--- src/rtl/pr_release_packer_pkg.sv ---
// rtl/pr_release_packer_pkg.sv - shared rename types for the PR release packer
package pr_release_packer_pkg;

  localparam int PR_W  = 6;
  localparam int LANES = 4;

  typedef logic [PR_W-1:0] pr_t;
  typedef logic [2:0]      lane_cnt_t;

endpackage

--- src/rtl/pr_lane_compactor.sv ---
// rtl/pr_lane_compactor.sv - packs sparse valid retire lanes into contiguous low lanes
module pr_lane_compactor
  import pr_release_packer_pkg::*;
(
  input  logic [LANES-1:0] i_valid,
  input  pr_t  [LANES-1:0] i_pr,
  output pr_t  [LANES-1:0] o_pr,
  output lane_cnt_t        o_count
);

  // Running count doubles as the write slot, so lane order is preserved.
  always_comb begin
    o_pr    = '0;
    o_count = '0;
    for (int i = 0; i < LANES; i++) begin
      if (i_valid[i]) begin
        o_pr[o_count[1:0]] = i_pr[i];
        o_count            = o_count + 3'd1;
      end
    end
  end

endmodule

--- src/rtl/pr_release_packer.sv ---
// rtl/pr_release_packer.sv - compacts retiring PRs into a circular queue and drains them to the free list
module pr_release_packer
  import pr_release_packer_pkg::*;
#(
  parameter int DEPTH = 8
) (
  input  logic                     clk,
  input  logic                     rst_n,
  input  logic [3:0]               cmt_valid,
  input  logic [5:0]               cmt_pr0,
  input  logic [5:0]               cmt_pr1,
  input  logic [5:0]               cmt_pr2,
  input  logic [5:0]               cmt_pr3,
  output logic                     cmt_ready,
  input  logic                     stall,
  input  logic                     list_empty,
  output logic [5:0]               free_pr_num_in0,
  output logic [5:0]               free_pr_num_in1,
  output logic [5:0]               free_pr_num_in2,
  output logic [5:0]               free_pr_num_in3,
  output logic [2:0]               free_pr_num,
  output logic [$clog2(DEPTH):0]   occupancy,
  output logic                     overflow_err
);

  localparam int PTR_W = $clog2(DEPTH);
  localparam int CNT_W = PTR_W + 1;

  pr_t              r_mem [DEPTH];
  logic [PTR_W-1:0] r_head;
  logic [PTR_W-1:0] r_tail;
  logic [CNT_W-1:0] r_count;
  logic             r_ovf;

  pr_t [LANES-1:0]  w_cmt_pr;
  pr_t [LANES-1:0]  w_packed;
  pr_t [LANES-1:0]  w_drain;
  lane_cnt_t        w_push_n;
  lane_cnt_t        w_pop_n;
  logic             w_push;
  logic             w_drain_en;

  assign w_cmt_pr = {cmt_pr3, cmt_pr2, cmt_pr1, cmt_pr0};

  pr_lane_compactor u_compactor (
    .i_valid (cmt_valid),
    .i_pr    (w_cmt_pr),
    .o_pr    (w_packed),
    .o_count (w_push_n)
  );

  // Leaving room for a full retire keeps push slots disjoint from drain slots.
  assign cmt_ready  = (r_count <= CNT_W'(DEPTH - LANES));
  assign w_push     = cmt_ready && (cmt_valid != '0);
  assign w_drain_en = !stall && !list_empty;

  always_comb begin
    w_pop_n = '0;
    if (w_drain_en) begin
      w_pop_n = (r_count >= CNT_W'(LANES)) ? lane_cnt_t'(LANES) : lane_cnt_t'(r_count);
    end
    for (int k = 0; k < LANES; k++) begin
      w_drain[k] = (lane_cnt_t'(k) < w_pop_n) ? r_mem[r_head + PTR_W'(k)] : '0;
    end
  end

  always_ff @(posedge clk) begin
    if (w_push) begin
      for (int j = 0; j < LANES; j++) begin
        if (lane_cnt_t'(j) < w_push_n) begin
          r_mem[r_tail + PTR_W'(j)] <= w_packed[j];
        end
      end
    end
  end

  always_ff @(posedge clk or negedge rst_n) begin
    if (!rst_n) begin
      r_head  <= '0;
      r_tail  <= '0;
      r_count <= '0;
      r_ovf   <= 1'b0;
    end else begin
      if (w_push) begin
        r_tail <= r_tail + PTR_W'(w_push_n);
      end
      r_head  <= r_head + PTR_W'(w_pop_n);
      r_count <= r_count + (w_push ? CNT_W'(w_push_n) : CNT_W'(0)) - CNT_W'(w_pop_n);
      if ((cmt_valid != '0) && !cmt_ready) begin
        r_ovf <= 1'b1;
      end
    end
  end

  assign free_pr_num     = w_pop_n;
  assign free_pr_num_in0 = w_drain[0];
  assign free_pr_num_in1 = w_drain[1];
  assign free_pr_num_in2 = w_drain[2];
  assign free_pr_num_in3 = w_drain[3];
  assign occupancy       = r_count;
  assign overflow_err    = r_ovf;

endmodule
--- config.mk ---
export PLATFORM = sky130hd
export DESIGN_NAME = pr_release_packer
export DESIGN_NICKNAME = d
export VERILOG_FILES = /design/src/rtl/pr_release_packer_pkg.sv /design/src/rtl/pr_lane_compactor.sv /design/src/rtl/pr_release_packer.sv
export SDC_FILE = /design/constraint.sdc
export NUM_CORES = 1
export LEC_CHECK = 0
export ABC_AREA = 1
export BUFFER_PORTS_ARGS = -buffer_cell sky130_fd_sc_hd__buf_4
export CORE_UTILIZATION = 23
export DETAILED_ROUTE_END_ITERATION = 7
export HOLD_SLACK_MARGIN = 0.02
export SYNTH_ARGS = -nofsm -noshare
export SYNTH_HDL_FRONTEND = slang
export SYNTH_SLANG_ARGS = --single-unit
export TNS_END_PERCENT = 10
--- constraint.sdc ---
create_clock -name clk -period 3.6 [get_ports clk]
set_clock_uncertainty 0.15 [all_clocks]
set_input_delay 0.36 -clock clk [delete_from_list [all_inputs] [get_ports clk]]
set_output_delay 0.36 -clock clk [all_outputs]
set_load 0.02 [all_outputs]
### Word-level counts from Yosys, hierarchy flattened

Memories as Yosys holds them, arrays and structs flattened.
Cells that the tools add are included.

| word-level totals | value |
|---|---|
| bits of input ports | 32 |
| bits in registers | 11 |
| memory bits (writable) | 48 |
| memories kept | 1 |
| word-level logic and storage cells | 80 |

Memory list:

| memory | depth | width | read ports | clocked after Yosys merged registers in | wr ports | RTL line | text |
|---|---|---|---|---|---|---|---|
| r_mem | 8 | 6 | 4 | 0 | 4 | pr_release_packer.sv:29 | `pr_t r_mem [DEPTH];` |

| operators by class | value |
|---|---|
| magnitude comparators | 16 |
| $add $sub $neg | 13 |
| reductions and logical operators | 10 |
| muxes and demuxes | 36 |

Operators with widths:

| kind | number |
|---|---|
| $bwmux W24 | 3 |
| $mux W24 | 3 |
| $mux W6 | 8 |
| $demux W6 S2 | 3 |
| $mux W3 | 6 |
| $mux W1 | 13 |
| $add A3 B1 Y3 const B | 4 |
| $add A3 B2 Y3 const B | 4 |
| $lt A1 B3 Y1 const A | 4 |
| $lt A2 B3 Y1 const A | 4 |
| $add A3 B3 Y3 | 2 |
| $logic_and A1 B1 Y1 | 6 |
| $lt A2 B3 Y1 const B | 2 |
| $add A4 B3 Y4 | 1 |
| $ge A2 B1 Y1 const B | 2 |
| $ge A4 B3 Y1 const B | 1 |
| $le A4 B3 Y1 const B | 1 |
| $reduce_bool A4 Y1 | 1 |
| $sub A4 B3 Y4 | 1 |
| $logic_not A1 Y1 | 3 |
| $lt A1 B3 Y1 const B | 1 |
| $add A1 B1 Y2 const B | 1 |
| $ge A1 B1 Y1 const B | 1 |

### Depth between registers and ports, before layout

Gate-level depths: netlist (run 1).

| depth | value |
|---|---|
| depth in word-level cells | 11 |
| depth in mapped cells | 20 |
| mapped depth without buffers | 17 |

### By module

From an unflattened synthesis (run 1), not the netlist that was laid out.

| second synthesis, totals | value |
|---|---|
| cells, all modules | 1068 |
| area total of the unflattened synthesis | 6742.7 µm² |

Modules (own cells, without submodules):

| module | area an instance (µm²) | cells each | times used |
|---|---|---|---|
| pr_release_packer | 5786.8 | 886 | 1 |
| pr_lane_compactor | 955.9 | 182 | 1 |

### Worst setup path before layout (run 1)

OpenSTA, ideal clock, no wires.

| timing path | value |
|---|---|
| path type | input -> register |
| start | input cmt_valid[1] |
| end | register r_count[3] (netlist: occupancy[3]) |
| path buffers | 2 |
| arrival time | 3348 ps |
| cell stages on the path | 18 |
| path slack | -24 ps |
| library setup time | 126 ps |
| required time | 3324 ps |
| cells stage by stage | buf_1 > inv_1 > ha_1 > buf_2 > nand2_2 > nand2_1 > inv_1 > ha_1 > nand2_4 > nand4_2 > nand2_2 > nand2_4 > inv_1 > fa_1 > ha_1 > a21oi_1 > nand2_1 > xor2_1 |

| on the way | value |
|---|---|
| cells in the longest elaborated chain, start to end | 8 |
| elaborated cells between the ends (all ways) | 10 |
| classes of those cells | add/sub: 4; mux: 4; reduce/logical: 2 |

RTL lines:

| element | RTL line | text |
|---|---|---|
| from (decl) | pr_release_packer.sv:9 | `input logic [3:0] cmt_valid,` |
| $mux W3 | pr_lane_compactor.sv:16 | `if (i_valid[i]) begin` |
| $add A3 B1 Y3 | pr_lane_compactor.sv:18 | `o_count = o_count + 3'd1;` |
| $mux W3 | pr_lane_compactor.sv:16 |  |
| $add A3 B1 Y3 | pr_lane_compactor.sv:18 |  |
| $mux W3 | pr_lane_compactor.sv:16 |  |
| $mux W3 (*) | pr_release_packer.sv:88 | `r_count <= r_count + (w_push ? CNT_W'(w_push_n) : CNT_W'(0)) - CNT_W'(w_pop_n);` |
| $add A4 B3 Y4 (*) | pr_release_packer.sv:88 |  |
| $sub A4 B3 Y4 (*) | pr_release_packer.sv:88 |  |
| to (signal assigned) | pr_release_packer.sv:88 |  |
| to (decl) | pr_release_packer.sv:32 | `logic [CNT_W-1:0] r_count;` |

Every way passes the cells marked *; elsewhere a longest branch is shown, timed or not.
A chain may end at the register's enable or synchronous reset.

==> results of run 1 <==
## power by group through the flow
| stage | combinational, mW | sequential (mW) | clock (mW) |
|---|---|---|---|
| final | 4.22 | 1.30 | 0.788 |
| after global routing | 4.67 | 1.33 | 0.824 |
| after CTS | 4.16 | 1.30 | 0.794 |
| after detailed placement | 4.15 | 1.31 | 0 |
| after global placement | 4.09 | 1.31 | 0 |
| after floorplan | 2.92 | 1.24 | 0 |
## final cells by class
cell class / instances / area (um2)
inverter: 134 / 503
clock inverter: 7 / 45.0
timing repair buffer: 105 / 816
sequential: 59 / 1720
multi-input combinational: 807 / 4080
fill: 3154 / 20100
clock buffer: 9 / 225
tap: 378 / 473
## worst max-delay path by stage
stage	startpoint	end	slack [ns]
2_1_floorplan	cmt_valid[1]	occupancy[3]$_DFF_PN0_	0.09
3_3_place_gp	cmt_valid[0]	occupancy[3]$_DFF_PN0_	0.12
3_5_place_dp	cmt_valid[0]	occupancy[3]$_DFF_PN0_	0.07
4_1_cts	cmt_valid[0]	occupancy[3]$_DFF_PN0_	0.42
5_1_grt	occupancy[2]$_DFF_PN0_	free_pr_num_in0[0]	0.15
6_report	cmt_valid[0]	r_mem[4][5]$_DFFE_PP_	0.42
## routing by layer
layer	global-route usage, %	wire [um]	share of wire (%)	vias to the layer above
met5	0	0	0	-
met4	5.36	541	2.2	0
met3	2.01	1980	8.2	42
met2	25.5	10000	42	357
met1	25.0	11500	48	3396
li1	-	-	-	3684
## logic make-up after synthesis
logic type      count (synthesis)  share of synthesized area, %
simple gates                  606                          41.7
buf+inv                       189                          11.9
compound gates                166                          13.7
flops                          59                          26.2
fa+ha+maj                      21                          4.57
xor+xnor                       10                          1.33
mux                             4                         0.610
## cell usage after synthesis (6+ instances only)
library cell | number | area (um2)
xor2_1 | 6 | 52.6
nor3_1 | 14 | 70.1
nand4_1 | 59 | 369
nand3_1 | 146 | 731
dfrtp_1 | 11 | 275
nand2_1 | 269 | 1010
nor2_2 | 7 | 43.8
edfxtp_1 | 48 | 1440
o22ai_1 | 38 | 238
o21ai_0 | 67 | 335
a21oi_1 | 46 | 230
o21ai_1 | 7 | 35.0
clkbuf_1 | 28 | 105
buf_2 | 19 | 95.1
nor2_1 | 89 | 334
ha_1 | 16 | 200
inv_1 | 106 | 398
inv_2 | 28 | 105
## state kept, by name, summed over array words and instances (netlist names)
signal and flops:
occupancy 4, overflow_err 1, r_head 3, r_mem 48, r_tail 3
## through the flow
step,power (mW),util (%),cell area (um2),cells
final,6.31,28.1,7860,1499
after global routing,6.83,28.1,7860,1499
after CTS,6.26,28.1,7860,1499
after detailed placement,5.46,27.1,7580,1482
after global placement,5.40,27.1,7580,1482
after floorplan,4.16,-,6570,1055
## worst register-to-register path, cell delays in order, from the launching register on
cell and delay (ns):
dfrtp_1 0.56, inv_1 0.23, ha_1 0.40, inv_1 0.15, nand3_1 0.13, nor2_1 0.39, nand3_1 0.30, nand4_1 0.37
==> flow_metrics.env, run 1 <==
export IMPL_cts_tree="done"
export IMPL_r2r_cells=7
export IMPL_die_w_um=171
export IMPL_synth_cells=1055
export IMPL_crit_path_max_incr_delay_ns=0.39
export IMPL_dp_hpwl_mm=18.7
export IMPL_vdd_drop_max_v=0.000343
export IMPL_cp_common_cell="nand2_1"
export IMPL_netlist_area_um2=6560
export IMPL_post_cts_resize_count=0
export IMPL_viasPerCell=4.99
export IMPL_ys_ff_latch=59
export IMPL_setup_violations=0
export IMPL_tightest_slew_ns=1.07
export IMPL_layout_common_cells="269 x nand2_1, 146 x nand3_1, 106 x inv_1, 102 x buf_4, 89 x nor2_1"
export IMPL_routedWlPerCell_um=16.1
export IMPL_synthArstFlopShare_pct=18.6
export IMPL_timing_hold_ws_ns=0.254
export IMPL_timing_rr_start="r_tail[1]$_DFFE_PN0P_"
export IMPL_slew_headroom_pct=28.0
export IMPL_wl_mm=24.1
export IMPL_num_rows=61
export IMPL_layout_commonest_cell="nand2_1"
export IMPL_fmax_mhz=314
export IMPL_path_max_fanout=16
export IMPL_path_delay_family="simple AND/OR/NAND/NOR gates"
export IMPL_period_share_pct=88.4
export IMPL_cp_required_ns=3.45
export IMPL_cts_reportedPaths_clkPinSlew_ns=0.06
export IMPL_io_pins=65
export IMPL_power_per_cell_area_nw_per_um2=803
export IMPL_hp_class="input pin to async pin"
export IMPL_synth_edf_count=48
export IMPL_die_h_um=171
export IMPL_status="completed"
export IMPL_cts_max_level=3
export IMPL_drtAntennaViolNets=0
export IMPL_hold_viol=0
export IMPL_clockBufferDepth=2
export IMPL_finalSetupTns_ns=0
export IMPL_antenna_found_initial=0
export IMPL_cts_hold_buf=1
export IMPL_maxCapViolations=0
export IMPL_p_int_mw=2.90
export IMPL_grt_usage_pct=17.0
export IMPL_nets=1169
export IMPL_switchingPower_mw=3.41
export IMPL_p_leak_nw=3.77
export IMPL_reg2reg_setup_slack_ns=0.59
export IMPL_synth_cell_type_count=40
export IMPL_numPortBuffers=64
export IMPL_core_area_um2=27900
export IMPL_sw_frac_of_total_pct=54.1
export IMPL_worstSetupPathType="input pin to flip-flop"
export IMPL_drt_iter0_markers=1061
export IMPL_die_area_um2=29200
export IMPL_drive_above_1_share_pct=15.3
export IMPL_dp_slack_ns=0.0671
export IMPL_gp_congestion=0.940
export IMPL_slew_violations=0
export IMPL_p_comb_share_pct=66.9
export IMPL_dr_pass1_iters=7
export IMPL_worst_endpoint_arrival_ns=3.03
export IMPL_grt_pass1_vias=6687
export IMPL_syn2layout_area_growth_pct=19.7
export IMPL_cts_sinks=59
export IMPL_antenna_cells=0
export IMPL_synth_area_per_cell_um2=6.22
export IMPL_p_clk_share_pct=12.5
export IMPL_grt_pass1_wl_mm=37.7
export IMPL_cp_slowest_cell="nand4_1"
export IMPL_ys_flop_type="edfxtp_1"
export IMPL_grt_ovfl_total=0
export IMPL_cp_cell_sequence="buf_4 -> inv_1 -> ha_1 -> nand2_2 -> nand2_1 -> ha_1 -> or2_2 -> nand2_1 -> nand3_1 -> nand2_2 -> buf_4 -> nand2_1 -> nand4_1"
export IMPL_sequentialPowerShare_pct=20.6
export IMPL_rsz0062_at_grt="false"
export IMPL_setup_slack_ns=0.417
export IMPL_worst_setup_path_start_kind="input pin"
export IMPL_seq_area_frac_synth_pct=26.2
export IMPL_clockRootBuffer="clkbuf_16"
export IMPL_start_util_pct=23.5
export IMPL_vias=7479
export IMPL_cp_num_buf_inv=3
export IMPL_rr_endpoint="r_mem[1][3]$_DFFE_PP_"
export IMPL_crit_cells=13
export IMPL_syn_nets=1108
export IMPL_numCtsBuffers=9
export IMPL_grt_max_degree=92
export IMPL_postCtsSetupRepairBufs=0
export IMPL_fin_crit_ns=3.18
export IMPL_ys_warn_count=0
export IMPL_clkLatencyLatePin_ns=0.34
export IMPL_drc=0
export IMPL_endpoint_kind="flip-flop"
(Power assumes the default switching activity.)
==> run 2, diff against run 1 <==
- ABC_CLOCK_PERIOD_IN_PS: unset -> 2950
- CTS_BUF_LIST: unset -> sky130_fd_sc_hd__clkbuf_4 sky130_fd_sc_hd__clkbuf_8
- clock period: 3.6 -> 2.95 ns (I/O delays scaled with it)
==> run 2 against run 1 <==
Effect of this change:
- worst hold slack worse by 0.11 ns
- total power is 25% higher
- die area stayed put
- worst setup slack worse by 0.25 ns
- via count is 3.2% higher
- critical path depth is 7 lower
- combinational power is 32% higher
- global-route usage is 0.47 points higher
- non-clock buffer count is 53 higher
- final area is 5.7% higher
- routed wire length is 4.7% higher
- count of clock-buffer cells in the layout is 1 higher
==> flow_metrics.env, run 2 (synthesis gave the netlist of run 1 again) <==
export IMPL_cp_slowest_cell="dfrtp_2"
export IMPL_dp_hpwl_mm=19.9
export IMPL_power_mw=7.90
export IMPL_worst_setup_path_start_kind="flip-flop"
export IMPL_clockBufferDepth=2
export IMPL_drive_above_1_share_pct=20.8
export IMPL_dr_pass1_iters=7
export IMPL_largest_reg_flops=48
export IMPL_syn2layout_area_growth_pct=26.5
export IMPL_vdd_drop_max_v=0.000388
export IMPL_start_util_pct=23.5
export IMPL_period_share_pct=94.5
export IMPL_drt_iter0_markers=698
export IMPL_register_area_um2=1720
export IMPL_grt_pass1_wl_mm=38.5
export IMPL_crit_path_max_incr_delay_ns=0.45
export IMPL_cp_required_ns=2.51
export IMPL_setup_violations=0
export IMPL_routedWlPerCell_um=16.3
export IMPL_grt_usage_pct=17.5
export IMPL_setup_slack_ns=0.163
export IMPL_cp_num_buf_inv=3
export IMPL_core_area_um2=27900
export IMPL_timing_rr_start="occupancy[3]$_DFF_PN0_"
export IMPL_viasPerCell=4.98
export IMPL_rsz0062_at_grt="true"
export IMPL_fin_crit_ns=2.79
export IMPL_drtAntennaViolNets=0
export IMPL_layout_commonest_cell="nand2_1"
export IMPL_p_leak_nw=3.99
export IMPL_hp_class="input pin to async pin"
export IMPL_drc=0
export IMPL_antenna_found_initial=0
export IMPL_slew_headroom_pct=60.5
export IMPL_grt_pass1_vias=6776
export IMPL_hold_viol=0
export IMPL_die_h_um=171
export IMPL_multiInputGateArea_um2=4180
export IMPL_endpoint_kind="output pin"
export IMPL_nets=1222
export IMPL_cts_max_level=3
export IMPL_r2r_cells=10
export IMPL_layout_common_cells="265 x nand2_1, 153 x buf_4, 146 x nand3_1, 100 x inv_1, 88 x nor2_1"
export IMPL_cp_cell_sequence="buf_6 -> buf_4 -> o21ai_0 -> o22ai_1 -> nor3_1 -> buf_4"
export IMPL_clkLatencyLatePin_ns=0.37
export IMPL_grt_ovfl_total=0
export IMPL_finalSetupTns_ns=0
export IMPL_timing_hold_ws_ns=0.145
export IMPL_slew_violations=0
export IMPL_die_w_um=171
export IMPL_die_area_um2=29200
export IMPL_grt_max_degree=73
export IMPL_cp_common_cell="buf_4"
export IMPL_worstSetupPathType="flip-flop to output pin"
export IMPL_vias=7722
export IMPL_cts_sinks=59
export IMPL_worst_endpoint_arrival_ns=2.34
export IMPL_cts_reportedPaths_clkPinSlew_ns=0.08
export IMPL_tightest_slew_ns=0.589
export IMPL_status="completed"
export IMPL_cts_tree="done"
export IMPL_rr_endpoint="occupancy[3]$_DFF_PN0_"
export IMPL_antenna_cells=0
export IMPL_numPortBuffers=64
export IMPL_clockRootBuffer="clkbuf_8"
export IMPL_fmax_mhz=359
export IMPL_maxCapViolations=0
export IMPL_reg2reg_setup_slack_ns=0.35
export IMPL_fillers=3118
export IMPL_regMostFlops="r_mem"
export IMPL_io_pins=65
export IMPL_wl_mm=25.2
export IMPL_num_rows=61
export IMPL_numCtsBuffers=9
export IMPL_path_delay_family="buffers and inverters"
export IMPL_path_max_fanout=72
export IMPL_gp_congestion=0.964
export IMPL_power_per_cell_area_nw_per_um2=952
export IMPL_dp_slack_ns=-0.0771
run 2: worst register-to-register path: stages (launching register included):
cell,delay (ns)
dfrtp_1,0.44
inv_1,0.07
nand2_1,0.21
a21oi_4,0.34
nand2_2,0.12
fa_1,0.53
inv_2,0.05
ha_1,0.28
nand3_1,0.09
nand2_1,0.06
xor2_1,0.14
run 2: final cells by class:
type / count / area share, %
sequential: 59 / 20.7
tap: 378 / 5.70
multi-input combinational: 807 / 50.4
clock buffer: 10 / 1.58
timing repair buffer: 158 / 14.8
clock inverter: 6 / 0.678
inverter: 134 / 6.14
run 2: metrics by stage:
step | utilization, % | std cells | instance area (um2)
floorplan | - | 1055 | 6680
global placement | 28.9 | 1535 | 8080
detailed placement | 28.9 | 1535 | 8080
CTS | 29.6 | 1552 | 8280
global route | 29.7 | 1552 | 8300
finish | 29.7 | 1552 | 8300
run 2: layer usage:
metal,wire (um),vias up,global-route usage [%]
li1,-,3787,-
met1,11900,3477,25.2
met2,10400,405,26.1
met3,2190,53,2.24
met4,785,0,6.99
met5,0,-,0
run 2: worst max path at each step:
| stage | startpoint | to | slack (ns) | cells after the start |
|---|---|---|---|---|
| 6_report | r_head[0]$_DFF_PN0_ | free_pr_num_in0[3] | 0.16 | 6 |
| 5_1_grt | occupancy[2]$_DFF_PN0_ | free_pr_num_in2[3] | -0.01 | 8 |
| 4_1_cts | occupancy[3]$_DFF_PN0_ | free_pr_num_in0[3] | 0.03 | 8 |
| 3_5_place_dp | cmt_valid[0] | r_mem[4][1]$_DFFE_PP_ | -0.08 | 15 |
| 3_3_place_gp | cmt_valid[0] | occupancy[3]$_DFF_PN0_ | -0.02 | 16 |
| 2_1_floorplan | cmt_valid[1] | occupancy[3]$_DFF_PN0_ | -0.03 | 19 |
run 2: where the power goes:
group / switching, mW / leakage (nW) / internal, mW
clock network: 0.358 / 0.0969 / 0.392
registers: 0.227 / 0.567 / 1.35
logic: 3.67 / 3.32 / 1.91
run 2: repair_timing:
action | 4_1_cts | 5_1_grt
endpoints found under the setup margin | 0 | 13
resized for setup | 0 | 5
setup buffers | 0 | 0
hold buffers | 1 | 0
endpoints found under the hold margin | 11 | 0
